`src/rtl/pulse_to_level.sv`:
```
// Start/stop strobe to level converter with edge strobes and a saturating
// window-length counter. All outputs are registered; rst_n is an active-high sync reset.
module pulse_to_level #(
  parameter int CNT_W         = 16,
  parameter bit STOP_PRIORITY = 1'b1,
  parameter bit EDGE_DETECT   = 1'b0
) (
  input  logic             clk,
  input  logic             rst_n,
  input  logic             start,
  input  logic             stop,
  output logic             level,
  output logic             level_rise,
  output logic             level_fall,
  output logic [CNT_W-1:0] duration,
  output logic [CNT_W-1:0] last_duration
);

  localparam logic [CNT_W-1:0] CNT_MAX = '1;

  logic s_ev, p_ev, level_nxt;

  generate
    if (EDGE_DETECT) begin : g_edge
      logic start_d, stop_d;
      always_ff @(posedge clk) begin
        if (rst_n) begin
          start_d <= 1'b0;
          stop_d  <= 1'b0;
        end else begin
          start_d <= start;
          stop_d  <= stop;
        end
      end
      assign s_ev = start & ~start_d;
      assign p_ev = stop & ~stop_d;
    end else begin : g_raw
      assign s_ev = start;
      assign p_ev = stop;
    end
  endgenerate

  // A simultaneous start/stop forces the level regardless of its current state.
  always_comb begin
    level_nxt = level;
    if (s_ev && p_ev) level_nxt = !STOP_PRIORITY;
    else if (s_ev)    level_nxt = 1'b1;
    else if (p_ev)    level_nxt = 1'b0;
  end

  always_ff @(posedge clk) begin
    if (rst_n) begin
      level         <= 1'b0;
      level_rise    <= 1'b0;
      level_fall    <= 1'b0;
      duration      <= '0;
      last_duration <= '0;
    end else begin
      level      <= level_nxt;
      level_rise <= level_nxt & ~level;
      level_fall <= ~level_nxt & level;
      if (level_nxt && !level)
        duration <= {{(CNT_W-1){1'b0}}, 1'b1};
      else if (level_nxt && duration != CNT_MAX)
        duration <= duration + 1'b1;
      if (!level_nxt && level)
        last_duration <= duration;
    end
  end

endmodule

```
`config.mk`:
```
export PLATFORM = sky130hd
export DESIGN_NAME = pulse_to_level
export DESIGN_NICKNAME = d
export VERILOG_FILES = /design/src/rtl/pulse_to_level.sv
export SDC_FILE = /design/constraint.sdc
export NUM_CORES = 1
export LEC_CHECK = 0
export CAP_MARGIN = 15
export CORE_MARGIN = 2
export CORE_UTILIZATION = 30
export DETAILED_ROUTE_END_ITERATION = 7
export PLACE_DENSITY = 0.62
export SYNTH_ARGS = -nofsm -noshare
export SYNTH_HDL_FRONTEND = slang
export SYNTH_SLANG_ARGS = --single-unit
```
`constraint.sdc`:
```
create_clock -name clk -period 1.7 [get_ports clk]
set_input_delay 0.17 -clock clk [delete_from_list [all_inputs] [get_ports clk]]
set_output_delay 0.17 -clock clk [all_outputs]
set_load 0.03 [all_outputs]
```
### After elaboration in Yosys (flattened, before gate mapping)

Cells that the tools add are included.
W data, S select, Z words.

| storage, ports and cells | value |
|---|---|
| output and inout bits | 35 |
| register bits | 35 |

| operators by class | value |
|---|---|
| equal/unequal tests | 1 |
| bitwise gates (word level) | 4 |
| add/subtract/negate cells | 1 |
| multiplexer cells | 5 |
| reductions and logical operators | 8 |

Operators by type and width:

| operator | count |
|---|---|
| $add A16 B1 Y16 const B | 1 |
| $ne A16 B16 Y1 const B | 1 |
| $mux W1 | 5 |
| $logic_and A1 B1 Y1 | 4 |
| $and A1 B1 Y1 | 2 |
| $logic_not A1 Y1 | 2 |
| $not A1 Y1 | 2 |
| $reduce_bool A2 Y1 | 1 |
| $reduce_or A2 Y1 | 1 |

### Longest topological paths before layout

Gate-level depths: netlist (run 1).

| logic depth | value |
|---|---|
| depth after elaboration | 6 |
| gate-level depth with buffers | 6 |

### Least setup slack after synthesis (run 1)

No wires, ideal clock.

| path | value |
|---|---|
| path kind | flip-flop to flip-flop |
| from | reg duration[0] |
| to | reg duration[10] |
| library setup time | 60 ps |
| setup slack | -427 ps |
| buffers on the path | 0 |
| data arrival time | 2068 ps |
| stages on the path, launching flop included | 6 |
| cells stage by stage | dfxtp_1 ha_1 nand4_1 or4_4 or4_1 nand2_1 |

| on the way | value |
|---|---|
| word-level cells in the longest chain between the ends | 2 |

Ends and longest elaborated chain:

| what | RTL line | source |
|---|---|---|
| start, declared | 15 | `output logic [CNT_W-1:0] duration,` |
| start signal, assigned | 63 | `duration <= {{(CNT_W-1){1'b0}}, 1'b1};` |
| start signal, assigned | 65 | `duration <= duration + 1'b1;` |
| parallel branches: the longest is 2 deep, another holds $add A16 B1 Y16 | - |  |

Parallel ways; which one is timed is not known.
A chain may end at the register's enable or synchronous reset.

### Final worst setup path (run 1)

| path | value |
|---|---|
| from | reg duration[14] |
| to | out duration[14] |

No word-level cell between the ends.

==> metrics.md, run 1 <==
| Metric | Value |
|---|---|
| Run status | `finished clean` |
| Area delta synth->final | `54.25%` |
| Die footprint | `5741 um^2` |
| Util after Layout | `0.4727` |
| Number of nets with antenna violations after detailed routing | `0` |
| Cell area after placement | `2276 um^2` |
| # clock sinks | `35` |
| Summed negative setup slack over all endpoints | `0 ps` |
| Max Cap Violations | `0` |
| Number of buffers on the longest clock path | `2` |
| Count of flip-flops with a built-in enable after synthesis | `0` |
| Total clock buffers created by CTS | `5` |
| Synthesized area | `1545 um^2` |
| Static power due to leakage | `0.0008991 uW` |
| Root buf cell | `sky130_fd_sc_hd__clkbuf_8` |
| Flop and latch count out of synthesis | `35` |
| Post-synthesis compound-gate area fraction | `0.1830` |
| Max Transition Viols Final | `0` |
| GR Util All Layers | `0.1542` |
| Std-Cell Core Area | `5042 um^2` |
| Insertion delay of the later-clocked pin in the worst-skew pair | `290 ps` |
| Clock tree from TritonCTS | `yes` |
| Hold Violations, Final | `0` |
| Layout Cell Area excl Fill | `2384 um^2` |
| Gate Count Post-Synth | `182` |
| Post-layout power | `1507 uW` |
| DRT iter0 DRCs | `102` |
| Post-synthesis average cell area | `8.490 um^2` |
| Share of cell area taken by muxes after synthesis | `0.01296` |
| CP Capture Type | `output pin` |
| Setup Crit Path Kind | `reg -> out` |
| Pin count of the biggest net entering global routing | `23` |
| Total of buffers placed on input and output ports | `38` |
| Vias in the first global route | `1,361` |
| Global-route wire length before repair | `6734 um` |
| Hold Crit Class | `in -> reg` |
| Launching point of the worst reg2reg path | `duration[1]` |
| Combinational family with the most area after synthesis | `simple AND/OR/NAND/NOR gates` |
| Worst rel slew slack | `0.7776` |
| Transition at the pin with the smallest max-transition slack | `332.4 ps` |
| Fraction of final layout cells with drive strength greater than 1 | `0.2667` |
| Hold slack | `361.2 ps` |
| Fraction of synthesized cell area taken by the top area cell type | `0.4534` |
| Critical Path Source | `duration[14]` |
| Post-synthesis cell type with the largest combined area | `sky130_fd_sc_hd__dfxtp_1` |
| Synth warnings | `0` |
| Simple logic cell fraction of the synthesized area | `0.2931` |
| Number of nets in the finished design | `259` |
| Series of cell instances along the critical path | `buf_4, clkdlybuf4s50_1` |
| Post-synthesis sequential area ratio | `0.4534` |
| Height of the die | `75.77 um` |
| Number of placed I/O pins | `39` |
| Worst path required time | `1530 ps` |
| Worst min-delay path startpoint | `stop` |
| Starting density of the core | `0.3065` |
| Drt first pass iters | `4` |
| Met2 wire length | `1913 um` |
| Unique masters post-synth | `41` |
| DIE WIDTH | `75.77 um` |
| Number of antenna repair diodes | `0` |
| Cell with the most instances after synthesis | `sky130_fd_sc_hd__nand2_1` |
| Crit-path max FO | `5` |
| Number of fill cells | `493` |
| Unrepaired setup endpoints after global routing | `false` |
| Synthesized-area fraction occupied by xor and xnor cells | `0` |
| Routed WL per cell | `13.02 um` |
| HPWL after DPL | `3078 um` |
| Most used DFF post-synth | `sky130_fd_sc_hd__dfxtp_1` |
| Overall routed net length | `4233 um` |
| Cells taking the most area after synthesis | `sky130_fd_sc_hd__dfxtp_1, sky130_fd_sc_hd__nand2_1, sky130_fd_sc_hd__a21oi_1` |
| Residual DRC count | `0` |
| Vias per cell | `4.803` |
| Min cycle time layout | `1654 ps` |
| Count of standard-cell rows | `26` |
| Worst Setup Start Kind | `flop` |
| Fin crit share | `0.9730` |
| Share of synthesized cell area in full adder, half adder and majority cells | `0.008097` |
| Clock-pin slew reported for the worst setup and hold paths after clock tree synthesis | `70 ps` |
| Pwr dens | `632.4 nW/um^2` |
| Metal-1 WL | `2122 um` |
| Final Skew | `5.932 ps` |
| Highest clock frequency the design can meet | `604.6 MHz` |
| Max H-tree Level | `2` |
| Fraction of synthesis flops using an asynchronous set or reset pin | `0` |
| Net count of the mapped netlist | `187` |
| Number of setup violations in the final report | `0` |
| Highest routed metal layer | `met4` |
| Critical path arrival | `1480 ps` |
| Weighted congestion at the end of routability-driven global placement | `0.8094` |
| Most frequent cells after synthesis | `sky130_fd_sc_hd__nand2_1, sky130_fd_sc_hd__dfxtp_1, sky130_fd_sc_hd__a21oi_1` |
| VDD IR max | `0.3383 mV` |
| Routed length on met3 | `131 um` |
| Number of antenna violations at the first check in global routing | `0` |
| Critical-path top delay cell | `sky130_fd_sc_hd__clkdlybuf4s50_1` |
| Vias post-DR | `1,561` |
| Critical Path Max Stage Delay | `670 ps` |
| Overflow left after global routing | `0` |
==> worst paths after layout <==
kind	endpoint	slack, ps	cells past startpoint
setup / recovery	duration[14]	50	2
hold / removal	level	360	4
setup reg to reg	duration[10]	60	5
hold reg to reg	last_duration[14]	450	2
==> metrics by stage <==
stage	std cells	setup WS (ps)
2_1_floorplan	182	-100.2
3_3_place_gp	316	-256.4
3_5_place_dp	316	-280.2
4_1_cts	324	8.638
5_1_grt	325	0.3524
6_report	325	45.92
==> per-layer routing <==
layer | global-route usage | up-vias
met5 | 0 | -
met2 | 0.2308 | 28
li1 | - | 803
met4 | 0.05263 | 0
met3 | 0.03439 | 6
met1 | 0.2178 | 724
==> area by class of cell <==
cell class	instances	area (um^2)	area share
clock buffers	6	72.57	0.03045
multi-input cells	133	813.3	0.3412
flip-flops and latches	35	723.2	0.3034
well taps	70	87.58	0.03675
clock inverters	2	7.507	0.003150
repair buffers	74	660.6	0.2772
inverters	5	18.77	0.007874
==> report_power, final <==
part	switching, uW	internal, uW	total [uW]
logic	66.8	48.7	116
clock network	285	279	564
registers	4.68	823	828
==> cells by family after synthesis <==
family | Yosys count
AOI/OAI and AO/OA | 44
adders and majority gates | 1
buffers and inverters | 15
DFF | 35
muxes | 2
and+or+nand+nor | 85
==> what timing repair did <==
action | CTS | global route
hold buffers | 0 | 0
setup buffers | 0 | 0
setup endpoints to repair | 1 | 9
gates cloned | 0 | 1
gates resized for setup | 0 | 5
pin swaps | 1 | 1
==> sequential cells by signal (all words and copies together), names as in the netlist <==
register	flops
last_duration	16
level_fall	1
duration	16
level_rise	1
level	1
==> cells in the final DEF, fill, tap and decap left out, drive strengths merged, types with 4 or more instances in the layout <==
cell type and count:
or4 5, buf 36, dlymetal6s2s 4, nand4 8
clkbuf 6, clkdlybuf4s50 34, o31ai 4, o21ai 4
dfxtp 35, nor3 5, or3 4, nor4 4
a21oi 25, nor2 6, inv 5, nand3 7
nand2 39
==> worst max-delay path: cells and delay by family, from the launching register on <==
kind,cells,cell delay [ps]
flip-flops,1,360
buffers and inverters,2,840
Power figures use the tool's default switching activity.
==> run 2, diff against run 1 <==
--- a/config.mk
+++ b/config.mk
@@ -6,7 +6,7 @@
 export NUM_CORES = 1
 export LEC_CHECK = 0
 export CAP_MARGIN = 15
-export CORE_MARGIN = 2
+export CORE_MARGIN = 5
 export CORE_UTILIZATION = 30
 export DETAILED_ROUTE_END_ITERATION = 7
 export PLACE_DENSITY = 0.62
==> metrics.md, run 2 (synthesized netlist as in run 1, its figures left out) <==
| Metric | Value |
|---|---|
| Run status | `finished clean` |
| Util after Layout | `0.4759` |
| Worst path required time | `1920 ps` |
| Total of buffers placed on input and output ports | `38` |
| Number of nets with antenna violations after detailed routing | `0` |
| Met1 demand-to-capacity share in global routing | `0.1775` |
| Residual DRC count | `0` |
| Highest clock frequency the design can meet | `606.3 MHz` |
| Hold Violations, Final | `0` |
| Starting density of the core | `0.3065` |
| # clock sinks | `35` |
| Layer with the highest usage | `met2` |
| FF+latch area | `723.2 um^2` |
| Die footprint | `6686 um^2` |
| Top library cells by usage in the layout, fill and taps aside | `sky130_fd_sc_hd__nand2_1, sky130_fd_sc_hd__buf_4, sky130_fd_sc_hd__clkdlybuf4s50_1` |
| CP Capture Type | `flop` |
| Unrepaired setup endpoints after global routing | `true` |
| Number of buffers on the longest clock path | `2` |
| Number of placed I/O pins | `39` |
| Critical path arrival | `1870 ps` |
| Overflow left after global routing | `0` |
| Vias per cell | `4.902` |
| Count of standard-cell rows | `26` |
| Setup Crit Path Kind | `reg -> reg` |
| Number of antenna violations at the first check in global routing | `0` |
| Overall routed net length | `4393 um` |
| Max Cap Violations | `0` |
| Total area of multi-input combinational cells | `818.3 um^2` |
| Cell area after placement | `2291 um^2` |
| Number of antenna repair diodes | `0` |
| Crit-path max FO | `10` |
| DRT iter0 DRCs | `103` |
| Max Transition Viols Final | `0` |
| Hold slack | `453.1 ps` |
| Buffers & Inverters on Critical Path | `0` |
| Critical Path Max Stage Delay | `540 ps` |
| Global-route wire length before repair | `7155 um` |
| Number of fill cells | `510` |
| Series of cell instances along the critical path | `o21bai_4, or4_4, or4_1, nand2_1` |
| Std-Cell Core Area | `5042 um^2` |
| Fraction of final layout cells with drive strength greater than 1 | `0.2852` |
| Worst Setup Start Kind | `flop` |
| HPWL after DPL | `3306 um` |
| Clock tree from TritonCTS | `yes` |
| Hold Crit Class | `reg -> reg` |
| Transition at the pin with the smallest max-transition slack | `378.4 ps` |
| Area delta synth->final | `55.30%` |
| Vias post-DR | `1,598` |
| Critical-path top delay cell | `sky130_fd_sc_hd__or4_4` |
| Drt first pass iters | `4` |
| Insertion delay of the later-clocked pin in the worst-skew pair | `280 ps` |
| VDD IR max | `0.2547 mV` |
| Worst rel slew slack | `0.7468` |
| Path depth of the worst reg2reg path | `4` |
| Setup slack of the most critical reg-to-reg path | `50 ps` |
| Routed WL per cell | `13.48 um` |
| Fin crit share | `0.9702` |
| Terminus of the critical flop-to-flop path | `duration[10]` |
| Summed negative setup slack over all endpoints | `0 ps` |
| Final Skew | `3.676 ps` |
| Biggest regs | `duration x16, last_duration x16` |
| Layout Cell Area excl Fill | `2400 um^2` |
| Met3 routing resource usage after global routing | `0.03399` |
| Static power due to leakage | `0.0008772 uW` |
| Met2 GRT Util | `0.2213` |
| Min cycle time layout | `1649 ps` |
| Leading cell type in the layout, fill and taps excluded | `sky130_fd_sc_hd__nand2_1` |
| Number of nets in the finished design | `260` |
| Worst setup path end | `duration[10]` |
| Pin count of the biggest net entering global routing | `23` |
| Launching point of the worst reg2reg path | `level` |
| Clock-pin slew reported for the worst setup and hold paths after clock tree synthesis | `70 ps` |
| Max H-tree Level | `2` |
| Pwr dens | `633.4 nW/um^2` |
| Vias in the first global route | `1,498` |
| Critical Path Stages | `4` |
| Kind of cell with the highest combined delay on the critical path | `simple AND/OR/NAND/NOR gates` |
| Critical Path Source | `level` |
| DIE WIDTH | `81.77 um` |
| Total clock buffers created by CTS | `5` |
| Weighted congestion at the end of routability-driven global placement | `0.8101` |
| GR Util All Layers | `0.1381` |
| Root buf cell | `sky130_fd_sc_hd__clkbuf_8` |
| Number of setup violations in the final report | `0` |
| Height of the die | `81.77 um` |
-- run 2: cell count changes in the layout (fill, tap and decap cells not counted) --
| cell | before | now |
|---|---|---|
| sky130_fd_sc_hd__nor4_1 | 2 | 0 |
| sky130_fd_sc_hd__clkbuf_1 | 1 | 2 |
| sky130_fd_sc_hd__dlymetal6s2s_1 | 4 | 2 |
| sky130_fd_sc_hd__clkdlybuf4s50_1 | 34 | 36 |
| sky130_fd_sc_hd__buf_4 | 36 | 38 |
| sky130_fd_sc_hd__nor3b_1 | 2 | 1 |
| sky130_fd_sc_hd__clkinv_2 | 0 | 1 |
| sky130_fd_sc_hd__clkinv_1 | 2 | 0 |
| sky130_fd_sc_hd__nor3b_2 | 0 | 1 |
| sky130_fd_sc_hd__nand4_2 | 2 | 1 |
| sky130_fd_sc_hd__nor4_2 | 1 | 3 |
-- run 2: layout make-up --
cell class | count | share of cell area
Sequential cell | 35 | 0.3014
Clock inverter | 1 | 0.002086
Timing Repair Buffer | 76 | 0.2795
Tap cell | 70 | 0.03650
Clock buffer | 7 | 0.03180
Multi-Input combinational cell | 132 | 0.3410
Inverter | 5 | 0.007821
-- run 2: worst min-delay path by stage --
| stage | start | to | slack, ps | cells past startpoint |
|---|---|---|---|---|
| 6_report | last_duration[11] | last_duration[11] | 450 | 2 |
| 5_1_grt | last_duration[8] | last_duration[8] | 480 | 2 |
| 4_1_cts | last_duration[8] | last_duration[8] | 460 | 2 |
| 3_5_place_dp | last_duration[8] | last_duration[8] | 450 | 2 |
| 3_3_place_gp | last_duration[11] | last_duration[11] | 440 | 2 |
| 2_1_floorplan | start | level | 330 | 2 |
-- run 2: through the flow --
step | setup slack [ps] | power [uW] | cells
after floorplan | -100.2 | 906.6 | 182
after global placement | -210.9 | 959.8 | 318
after detailed placement | -231.7 | 960.3 | 318
after CTS | 35.21 | 1530 | 326
after global routing | -7.360 | 1578 | 326
final | 50.72 | 1520 | 326
-- run 2: report_power, final --
part | internal [uW] | switching (uW) | leakage [uW]
Sequential | 823 | 6.67 | 0.000289
Clock | 287 | 289 | 0.0000422
Combinational | 49.6 | 63.6 | 0.000546
-- run 2: tightest hold or removal path, stage by stage, from the launching register on --
cell                      delay, ps
sky130_fd_sc_hd__dfxtp_1        310
sky130_fd_sc_hd__nand2_1         50
sky130_fd_sc_hd__a21oi_1         50
-- run 2: what timing repair did --
| action | 4_1_cts | 5_1_grt |
|---|---|---|
| setup endpoints to repair | 1 | 6 |
| pin swaps | 1 | 3 |
| hold buffers | 0 | 0 |
| cloned | 0 | 0 |
| buffers inserted | 0 | 0 |
| resized for setup | 0 | 6 |
-- run 2: per-layer routing --
metal / part of all wire / up-vias
met3: 0.052 / 9
met2: 0.46 / 36
met1: 0.46 / 747
met5: 0 / -
met4: 0.021 / 0
li1: - / 806
==> run 3, diff against run 2 <==
--- a/config.mk
+++ b/config.mk
@@ -8,7 +8,9 @@
 export CAP_MARGIN = 15
 export CORE_MARGIN = 5
 export CORE_UTILIZATION = 30
+export CTS_BUF_LIST = sky130_fd_sc_hd__clkbuf_4
 export DETAILED_ROUTE_END_ITERATION = 7
+export GPL_ROUTABILITY_DRIVEN = 0
 export PLACE_DENSITY = 0.62
 export SYNTH_ARGS = -nofsm -noshare
 export SYNTH_HDL_FRONTEND = slang
==> metrics.md, run 3 (synthesized netlist as in run 1, its figures left out) <==
| Metric | Value |
|---|---|
| Max H-tree Level | `2` |
| Fraction of final layout cells with drive strength greater than 1 | `0.2930` |
| Worst path required time | `1530 ps` |
| Std-Cell Core Area | `5042 um^2` |
| Net switching component of the power | `341.7 uW` |
| Switching part of the total | `0.2431` |
| Internal power | `1064 uW` |
| Met1 demand-to-capacity share in global routing | `0.1762` |
| Critical-path top delay cell | `sky130_fd_sc_hd__clkdlybuf4s50_1` |
| GR Util All Layers | `0.1384` |
| Min cycle time layout | `1657 ps` |
| Layout Cell Area excl Fill | `2380 um^2` |
| Overflow left after global routing | `0` |
| Hold Violations, Final | `0` |
| # clock sinks | `35` |
| Overall routed net length | `4368 um` |
| Number of placed I/O pins | `39` |
| Pin count of the biggest net entering global routing | `23` |
| Max Transition Viols Final | `0` |
| Number of buffers on the longest clock path | `2` |
| Unrepaired setup endpoints after global routing | `true` |
| Launching point of the worst reg2reg path | `level` |
| Vias in the first global route | `1,500` |
| Met3 routing resource usage after global routing | `0.03070` |
| Layer with the highest usage | `met2` |
| DIE WIDTH | `81.77 um` |
| HPWL after DPL | `3306 um` |
| Insertion delay of the later-clocked pin in the worst-skew pair | `330 ps` |
| Global-route wire length before repair | `7148 um` |
| Leading cell type in the layout, fill and taps excluded | `sky130_fd_sc_hd__nand2_1` |
| Pwr dens | `590.7 nW/um^2` |
| Path depth of the worst reg2reg path | `4` |
| VDD IR max | `0.2208 mV` |
| Routed WL per cell | `13.40 um` |
| Residual DRC count | `0` |
| Max Cap Violations | `0` |
| Cell depth of the worst hold path | `2` |
| Critical Path Source | `duration[11]` |
| Total of buffers placed on input and output ports | `38` |
| Starting density of the core | `0.3065` |
| Total clock buffers created by CTS | `5` |
| Number of antenna repair diodes | `0` |
| Buffers & Inverters on Critical Path | `2` |
| Static power due to leakage | `0.0009681 uW` |
| CP Capture Type | `output pin` |
| Setup Crit Path Kind | `reg -> out` |
| Worst rel slew slack | `0.7493` |
| Number of nets with antenna violations after detailed routing | `0` |
| Transition at the pin with the smallest max-transition slack | `374.6 ps` |
| Kind of cell with the highest combined delay on the critical path | `buffers and inverters` |
| Number of antenna violations at the first check in global routing | `0` |
| Area delta synth->final | `54.01%` |
| Summed negative setup slack over all endpoints | `0 ps` |
| Count of standard-cell rows | `26` |
| Clock tree from TritonCTS | `yes` |
| Number of nets in the finished design | `260` |
| Cts-stage hold buffer count | `0` |
| DRT iter0 DRCs | `116` |
| Fin crit share | `0.9747` |
| Crit-path max FO | `7` |
| Number of setup violations in the final report | `0` |
| Clock-pin slew reported for the worst setup and hold paths after clock tree synthesis | `100 ps` |
| Critical Path Max Stage Delay | `670 ps` |
| Vias post-DR | `1,559` |
| Drt first pass iters | `4` |
| Met2 GRT Util | `0.2221` |
| Cell area after placement | `2291 um^2` |
| Series of cell instances along the critical path | `buf_4, clkdlybuf4s50_1` |
| Sequential cell fraction of total power | `0.590` |
| Height of the die | `81.77 um` |
| Biggest regs | `duration x16, last_duration x16` |
| Critical Path Stages | `2` |
| Critical path arrival | `1490 ps` |
| Highest clock frequency the design can meet | `603.5 MHz` |
| Run status | `finished clean` |
| Number of fill cells | `519` |
| Power share of the clock group | `0.331` |
| Root buf cell | `sky130_fd_sc_hd__clkbuf_4` |
| Worst min-delay path startpoint | `last_duration[11]` |
| Die footprint | `6686 um^2` |
| Vias per cell | `4.782` |
| Top library cells by usage in the layout, fill and taps aside | `sky130_fd_sc_hd__nand2_1, sky130_fd_sc_hd__buf_4, sky130_fd_sc_hd__clkdlybuf4s50_1` |
| Power share of the combinational group | `0.079` |
| Hold Crit Class | `reg -> reg` |
| Final Skew | `2.554 ps` |
| Worst Setup Start Kind | `flop` |
run 3: cell types whose count changed in the layout (fill, tap and decap cells not counted), moves of 2 or more:
cell and delta:
sky130_fd_sc_hd__clkbuf_4 +7, sky130_fd_sc_hd__dlygate4sd2_1 +5, sky130_fd_sc_hd__clkbuf_1 -2, sky130_fd_sc_hd__clkbuf_8 -5
sky130_fd_sc_hd__clkdlybuf4s50_1 -9, sky130_fd_sc_hd__dlymetal6s2s_1 +4
run 3: worst reg2reg max path: cells and delay by family (launching register included):
family / cells / cell delay, ps
AO/OA/AOI/OAI: 1 / 90
flip-flops: 1 / 430
AND/OR/NAND/NOR: 3 / 1090
run 3: routing by layer:
metal / wire (um) / share of wire / up-vias
met1: 1964 / 0.45 / 721
met4: 85 / 0.019 / 0
met2: 2115 / 0.48 / 28
met3: 202 / 0.046 / 7
met5: 0 / 0 / -
li1: - / - / 803
run 3: area by class of cell:
cell class / count / area, um^2 / share of cell area
Multi-Input combinational cell: 132 / 818.3 / 0.3438
Sequential cell: 35 / 723.2 / 0.3039
Timing Repair Buffer: 76 / 674.4 / 0.2834
Tap cell: 70 / 87.58 / 0.03680
Clock buffer: 7 / 52.55 / 0.02208
Inverter: 5 / 18.77 / 0.007886
Clock inverter: 1 / 5.005 / 0.002103
run 3: worst paths after layout:
path | endpoint | slack [ps]
max | duration[11] | 40
min | last_duration[11] | 460
max reg2reg | duration[10] | 40
min reg2reg | last_duration[11] | 460
run 3: timing repair:
action                     4_1_cts  5_1_grt
setup buffers                    0        0
setup endpoints to repair        6       13
gates resized for setup          5       11
pin swaps                        1        0
run 3: power by group through the flow:
stage          Clock, uW  Sequential [uW]  Combinational (uW)
2_1_floorplan          0              861                45.5
3_3_place_gp           0              848                 111
3_5_place_dp           0              849                 112
4_1_cts              479              830                 111
5_1_grt              512              831                 121
6_report             465              830                 111
run 3: metrics by stage:
stage	utilization	total power (uW)	setup WS, ps	hold WS [ps]	std cells
5_1_grt	0.4720	1463	-29.30	481.3	326
6_report	0.4720	1406	42.93	458.1	326
3_5_place_dp	0.4543	960.3	-231.7	446.1	318
2_1_floorplan	-	906.6	-100.2	325.6	182
3_3_place_gp	0.4543	959.8	-210.9	442.3	318
4_1_cts	0.4645	1419	11.99	460.6	326
